--- config.mk ---
export PLATFORM = sky130hd
export DESIGN_NAME = melody_player
export DESIGN_NICKNAME = d
export VERILOG_FILES = /design/src/rtl/melody_pkg.sv /design/src/rtl/melody_rom.sv /design/src/rtl/melody_player.sv
export SDC_FILE = /design/constraint.sdc
export NUM_CORES = 1
export LEC_CHECK = 0
export CAP_MARGIN = 10
export CORE_ASPECT_RATIO = 0.8
export CORE_MARGIN = 5
export CORE_UTILIZATION = 49
export DETAILED_ROUTE_END_ITERATION = 8
export HOLD_SLACK_MARGIN = 0.1
export PLACE_DENSITY = 0.7
export SLEW_MARGIN = 20
export SYNTH_ARGS = -nofsm -noshare
export SYNTH_HDL_FRONTEND = slang
export SYNTH_SLANG_ARGS = --single-unit
export TNS_END_PERCENT = 5
--- constraint.sdc ---
create_clock -name CLK100MHZ -period 12.9 [get_ports CLK100MHZ]
set_clock_uncertainty 0.05 [all_clocks]
set_input_delay 1.935 -clock CLK100MHZ [delete_from_list [all_inputs] [get_ports CLK100MHZ]]
set_output_delay 1.935 -clock CLK100MHZ [all_outputs]
set_load 0.03 [all_outputs]
--- src/rtl/melody_pkg.sv ---
// ============================================================================
// Module      : melody_pkg
// Description : Note codes, frequency table, sequencer states and the
//               half-period constant function for melody_player.
// Revision    : 1.0  initial release
// ============================================================================
`default_nettype none

package melody_pkg;

  // Note codes held in the low nibble of a ROM entry
  localparam logic [3:0] NOTE_REST = 4'd0;
  localparam logic [3:0] NOTE_C4   = 4'd1;
  localparam logic [3:0] NOTE_CS4  = 4'd2;
  localparam logic [3:0] NOTE_D4   = 4'd3;
  localparam logic [3:0] NOTE_DS4  = 4'd4;
  localparam logic [3:0] NOTE_E4   = 4'd5;
  localparam logic [3:0] NOTE_F4   = 4'd6;
  localparam logic [3:0] NOTE_FS4  = 4'd7;
  localparam logic [3:0] NOTE_G4   = 4'd8;
  localparam logic [3:0] NOTE_GS4  = 4'd9;
  localparam logic [3:0] NOTE_A4   = 4'd10;
  localparam logic [3:0] NOTE_AS4  = 4'd11;
  localparam logic [3:0] NOTE_B4   = 4'd12;
  localparam logic [3:0] NOTE_C5   = 4'd13;
  localparam logic [3:0] NOTE_CS5  = 4'd14;
  localparam logic [3:0] NOTE_D5   = 4'd15;

  // Integer frequencies in Hz for codes 1..15 (C4..D5)
  localparam logic [15:1][9:0] FREQ_HZ = {
    10'd587, 10'd554, 10'd523, 10'd494, 10'd466,
    10'd440, 10'd415, 10'd392, 10'd370, 10'd349,
    10'd330, 10'd311, 10'd294, 10'd277, 10'd262
  };

  typedef enum logic [1:0] {
    IDLE = 2'd0,
    PLAY = 2'd1,
    GAP  = 2'd2,
    DONE = 2'd3
  } state_t;

  // Tone half-period in clock cycles; a rest has no tone and returns 0
  function automatic int half_period(input int clk_hz, input logic [3:0] code);
    if (code == NOTE_REST) begin
      return 0;
    end
    return clk_hz / (2 * int'(FREQ_HZ[code]));
  endfunction

endpackage

`default_nettype wire

--- src/rtl/melody_rom.sv ---
// ============================================================================
// Module      : melody_rom
// Description : Combinational melody table, NUM_NOTES entries of
//               {dur[1:0], code[3:0]}. Swap the table to change the tune.
// Revision    : 1.0  initial release
// ============================================================================
`default_nettype none

module melody_rom
  import melody_pkg::*;
#(
  parameter int NUM_NOTES = 16,
  localparam int IDX_W = $clog2(NUM_NOTES)
) (
  input  logic [IDX_W-1:0] idx,
  output logic [5:0]       entry
);

  logic [5:0] addr;

  // Table lookup; addresses past the melody read as a short rest
  always_comb begin
    addr  = 6'(idx);
    entry = {2'd0, NOTE_REST};
    if (int'(addr) < NUM_NOTES) begin
      case (addr)
        6'd0:    entry = {2'd0, NOTE_A4};
        6'd1:    entry = {2'd0, NOTE_REST};
        6'd2:    entry = {2'd1, NOTE_C5};
        6'd3:    entry = {2'd0, NOTE_A4};
        6'd4:    entry = {2'd0, NOTE_E4};
        6'd5:    entry = {2'd0, NOTE_A4};
        6'd6:    entry = {2'd0, NOTE_C5};
        6'd7:    entry = {2'd1, NOTE_D5};
        6'd8:    entry = {2'd0, NOTE_C5};
        6'd9:    entry = {2'd0, NOTE_B4};
        6'd10:   entry = {2'd0, NOTE_A4};
        6'd11:   entry = {2'd0, NOTE_G4};
        6'd12:   entry = {2'd1, NOTE_A4};
        6'd13:   entry = {2'd0, NOTE_REST};
        6'd14:   entry = {2'd0, NOTE_E4};
        6'd15:   entry = {2'd3, NOTE_A4};
        default: entry = {2'd0, NOTE_REST};
      endcase
    end
  end

endmodule

`default_nettype wire

--- src/rtl/melody_player.sv ---
// ============================================================================
// Module      : melody_player
// Description : Square-wave alarm melody sequencer. Plays the melody_rom
//               table note by note with a silent gap after each note,
//               optionally looping. Single clock domain, no derived clocks.
//               Optional build macro MELODY_VOLUME_EN adds a 3-bit volume
//               input that gates the high half-cycles with an 8-step carrier.
// Revision    : 1.0  initial release
// ============================================================================
`default_nettype none

module melody_player
  import melody_pkg::*;
#(
  parameter int CLK_HZ    = 100_000_000,
  parameter int NUM_NOTES = 16,
  parameter int TEMPO_MS  = 125,
  parameter int GAP_MS    = 20,
  localparam int IDX_W    = $clog2(NUM_NOTES)
) (
  input  logic             CLK100MHZ,
  input  logic             reset,
  input  logic             enable,
  input  logic             loop,
`ifdef MELODY_VOLUME_EN
  input  logic [2:0]       volume,
`endif
  output logic             AUD_PWM,
  output logic             AUD_SD,
  output logic             busy,
  output logic [IDX_W-1:0] note_idx
);

  localparam int MS_CYC = CLK_HZ / 1000;
  localparam int PRE_W  = $clog2(MS_CYC);
  localparam int HP_W   = $clog2(half_period(CLK_HZ, NOTE_C4));
  localparam int DUR_W  = $clog2(4 * TEMPO_MS + GAP_MS + 1);

  state_t           state, next_state;
  logic [PRE_W-1:0] presc;
  logic [DUR_W-1:0] dur_cnt;
  logic [HP_W-1:0]  tone_cnt;
  logic             tone_hi;
  logic [5:0]       entry;
  logic [1:0]       dur;
  logic [3:0]       code;
  logic             ms_tick, note_load, gap_enter, restart;
  logic             idx_inc, idx_clr, vol_ok;
  logic [HP_W-1:0]  half_tab [16];

  // Half-period per note code, fixed at elaboration
  for (genvar c = 0; c < 16; c++) begin : g_half_tab
    assign half_tab[c] = HP_W'(half_period(CLK_HZ, 4'(c)));
  end

  melody_rom #(.NUM_NOTES(NUM_NOTES)) u_rom (
    .idx   (note_idx),
    .entry (entry)
  );

  assign dur     = entry[5:4];
  assign code    = entry[3:0];
  assign ms_tick = (int'(presc) == MS_CYC - 1);
  assign restart = note_load | gap_enter | ~enable;

  // Next-state logic; a low enable overrides every transition
  always_comb begin
    next_state = state;
    note_load  = 1'b0;
    gap_enter  = 1'b0;
    idx_inc    = 1'b0;
    idx_clr    = 1'b0;
    if (!enable) begin
      next_state = IDLE;
      idx_clr    = 1'b1;
    end else begin
      case (state)
        IDLE: begin
          next_state = PLAY;
          note_load  = 1'b1;
          idx_clr    = 1'b1;
        end
        PLAY: begin
          if (ms_tick && int'(dur_cnt) == (int'(dur) + 1) * TEMPO_MS - 1) begin
            next_state = GAP;
            gap_enter  = 1'b1;
          end
        end
        GAP: begin
          if (ms_tick && int'(dur_cnt) == GAP_MS - 1) begin
            if (int'(note_idx) < NUM_NOTES - 1) begin
              next_state = PLAY;
              note_load  = 1'b1;
              idx_inc    = 1'b1;
            end else if (loop) begin
              next_state = PLAY;
              note_load  = 1'b1;
              idx_clr    = 1'b1;
            end else begin
              next_state = DONE;
            end
          end
        end
        default: next_state = state;
      endcase
    end
  end

  // State register
  always_ff @(posedge CLK100MHZ or posedge reset) begin
    if (reset) state <= IDLE;
    else       state <= next_state;
  end

  // Current ROM index
  always_ff @(posedge CLK100MHZ or posedge reset) begin
    if (reset)        note_idx <= '0;
    else if (idx_clr) note_idx <= '0;
    else if (idx_inc) note_idx <= note_idx + IDX_W'(1);
  end

  // ms prescaler and ms-tick duration counter, both restarted at phase boundaries
  always_ff @(posedge CLK100MHZ or posedge reset) begin
    if (reset) begin
      presc   <= '0;
      dur_cnt <= '0;
    end else if (restart) begin
      presc   <= '0;
      dur_cnt <= '0;
    end else if (ms_tick) begin
      presc   <= '0;
      dur_cnt <= dur_cnt + DUR_W'(1);
    end else begin
      presc   <= presc + PRE_W'(1);
    end
  end

  // Tone divider; runs only inside PLAY on a pitched note, low otherwise
  always_ff @(posedge CLK100MHZ or posedge reset) begin
    if (reset) begin
      tone_cnt <= '0;
      tone_hi  <= 1'b0;
    end else if (restart || state != PLAY || code == NOTE_REST) begin
      tone_cnt <= '0;
      tone_hi  <= 1'b0;
    end else if (int'(tone_cnt) == int'(half_tab[code]) - 1) begin
      tone_cnt <= '0;
      tone_hi  <= ~tone_hi;
    end else begin
      tone_cnt <= tone_cnt + HP_W'(1);
    end
  end

`ifdef MELODY_VOLUME_EN
  logic [2:0] carrier;

  // Free-running carrier that sets the duty of the high half-cycles
  always_ff @(posedge CLK100MHZ or posedge reset) begin
    if (reset) carrier <= 3'd0;
    else       carrier <= carrier + 3'd1;
  end

  assign vol_ok = (carrier <= volume);
`else
  assign vol_ok = 1'b1;
`endif

  // Output stage; cleared on the edge that leaves PLAY so gaps and stops are silent
  always_ff @(posedge CLK100MHZ or posedge reset) begin
    if (reset) AUD_PWM <= 1'b0;
    else       AUD_PWM <= (next_state == PLAY) & tone_hi & vol_ok;
  end

  assign AUD_SD = (state == PLAY) || (state == GAP);
  assign busy   = AUD_SD;

endmodule

`default_nettype wire

==> metrics <==
outcome=finished clean; syn_nets=542; Syn Inst Count=513; Slew @ Worst Pin=0.9225 ns; PwrDens=62.01 nW/µm²; initial antenna violation count=0; min cycle time layout=5.764 ns; RePlAce Congestion=0.9859; register area=1326 µm²; First-pass DRT Iterations=5; vias in the first global route=3481; max-slew violations=0; Tcrit/Tclk final=0.4468; Crit Path Class=register to register; Post-Synth Adder-Cell Area=0.07196; complex-gate fraction of the synthesized area=0.1609; first-pass GRT wire length=17070 µm; Ports=11; Multi-input gate area=2823 µm²; dpl hpwl=7467 µm; Clk pin slew, worst setup/hold paths=0.10 ns; CP startpoint kind=register; Main synth FF type=dfrtp_1; largest net degree at the start of global routing=54; RSZ-0062 raised after global routing=no; Total Wirelength=10070 µm; asr flop ratio synth=1.000; Area growth, synth to finish=5.181%; P_leak=1.771 nW; largest family of logic cells by synthesized area=simple AND/OR/NAND/NOR gates; crit end category=register; Die Footprint=10870 µm²; CTS Buf Count=5; Post-Syn Area=4347 µm²; vias=3738; clk sinks=53; Crit Path Max Fanout=18; H-tree depth=2; post-cts sizing count=0; width of the die=115.3 µm; required time of the critical path=13.03 ns; Filler Cell Count=817; fraction of layout cells with a size suffix above 1=0.06055; Final ANT Viol Nets=0; MaxCap Viol Count=0; synth unique cells=72; TritonCTS clock tree=done; Worst Hold Class=register to register; Setup-failing EPs final=0; total gr overflow=0; Inserted Diodes=0; buffers added on ports=10; maximum vdd drop=40.27 µV; Yosys warning total=0; fin util=0.5342; Post-Synth XOR/XNOR Area=0.1220; vias per cell=5.990; Max Fclk=173.5 MHz; DRC=0; Global Route Usage Sum=0.1929; Post-CTS Hold Buffers=0; Die Y-Extent=94.24 µm; core footprint=8558 µm²; Critical Path AT=5.89 ns; final hold violations=0; simple logic cell fraction of the synthesized area=0.2743; max_slew headroom=0.3843; Tot Pwr=0.2835 mW; flops & latches, synth=53; hold_ws=0.4377 ns; NumNets Final=540; detailed-route wire length per cell=16.14 µm; EDFF count, synth=0; clock buffer depth=2; Initial Utilization=0.5079; row count=30; clk root buf=clkbuf_8; Seq/Total Area, Yosys=0.3051; syn avg cell area=8.473 µm²; Worst-Skew Late Latency=0.32 ns; setup_tns=0 ns; postcts setup bufs=0; Initial DRC Count=343; post-synthesis mux area share=0.02015
## final cells by class
type / count / area share
Tap cell: 112 / 0.03065
Clock buffer: 6 / 0.01806
Timing Repair Buffer: 10 / 0.02189
Inverter: 22 / 0.01834
Sequential cell: 53 / 0.2901
Multi-Input combinational cell: 419 / 0.6174
Clock inverter: 2 / 0.003558
## logic make-up (layout without fill, tap and decap cells)
logic type,Yosys count,count (layout)
compound gates,97,97
xor+xnor,59,59
fa+ha+maj,25,25
buf+inv,41,40
flops,53,53
mux,7,7
simple gates,231,231
## power breakdown
group | leakage, nW | internal (mW) | switching, mW | total [mW]
clock network | 0.0478 | 0.0443 | 0.0597 | 0.104
registers | 0.738 | 0.167 | 0.000810 | 0.167
logic | 0.985 | 0.00322 | 0.00871 | 0.0119
total | 1.77 | 0.214 | 0.0693 | 0.283
## worst max-delay path, stage by stage (launching register included)
cell and delay [ns]:
dfrtp_1 0.45, inv_1 0.14, ha_1 0.39, or2b_1 0.28
nor3b_2 0.20, nor2_1 0.26, inv_1 0.16, ha_1 0.41
nand3_1 0.16, a31oi_1 0.32, ha_1 0.24, inv_1 0.06
a2111oi_2 0.69, xnor3_1 0.23, or4b_1 0.45, a22oi_1 0.21
o2111ai_1 0.19, o21ai_2 0.60, nor2_1 0.12
## metal layers
metal,routed length [µm],track usage,share of wire,vias to the layer above
met5,0,0,0,-
met4,171,0.05865,0.017,0
met3,572,0.03091,0.057,20
met2,4468,0.2856,0.44,127
met1,4860,0.2859,0.48,1768
li1,-,-,-,1823
## final timing paths
check | startpoint | to | slack (ns) | cells after the start
worst min-delay path | presc[0] | presc[0] | 0.44 | 1
max in group asynchronous | reset | tone_cnt[16] | 10.22 | 2
worst min register to register | presc[0] | presc[0] | 0.44 | 1
worst max-delay path | note_idx[0] | tone_cnt[9] | 7.14 | 18
min in group asynchronous | reset | presc[14] | 2.06 | 2
worst max register to register | note_idx[0] | tone_cnt[9] | 7.14 | 18
## registers in the layout, summed over array words and instances, names as in the netlist
name and cells:
dur_cnt 10, AUD_PWM 1, tone_cnt 18, state 2, presc 17, tone_hi 1, note_idx 4
## synthesized netlist by cell type, drive strengths merged (6+ instances only)
master / n / share of area
buf: 13 / 0.021
nand3: 23 / 0.026
a31oi: 9 / 0.018
inv: 22 / 0.019
or2: 7 / 0.010
nand4: 14 / 0.020
a21oi: 24 / 0.030
xnor2: 30 / 0.060
mux2i: 6 / 0.017
ha: 25 / 0.072
nor4: 6 / 0.010
o21ai: 14 / 0.018
nand2: 39 / 0.034
xor2: 28 / 0.056
nor3: 17 / 0.022
clkbuf: 6 / 0.0052
and2: 6 / 0.0092
nor2: 75 / 0.065
dfrtp: 53 / 0.31
and3: 10 / 0.014
o211ai: 6 / 0.010
## placed cells by master, fill, tap and decap left out, drive strengths merged, types with 4 or more instances in the layout
master and n:
nor2 75, dfrtp 53, nand2 39, xnor2 30
xor2 28, ha 25, a21oi 24, nand3 23
inv 22, nor3 17, nand4 14, o21ai 14
and3 10, clkdlybuf4s50 10, a31oi 9, or2 7
o211ai 6, clkbuf 6, nor4 6, and2 6
mux2i 6, a211oi 5, nand2b 5, a21o 5
and4 4
## through the flow
stage	setup slack [ns]	area [µm²]	cells
CTS	7.209	4571	624
global route	6.680	4572	624
detailed placement	7.222	4472	616
finish	7.136	4572	624
floorplan	7.888	4347	513
global placement	7.573	4472	616
Note: power is estimated with default switching activity, not from simulation.
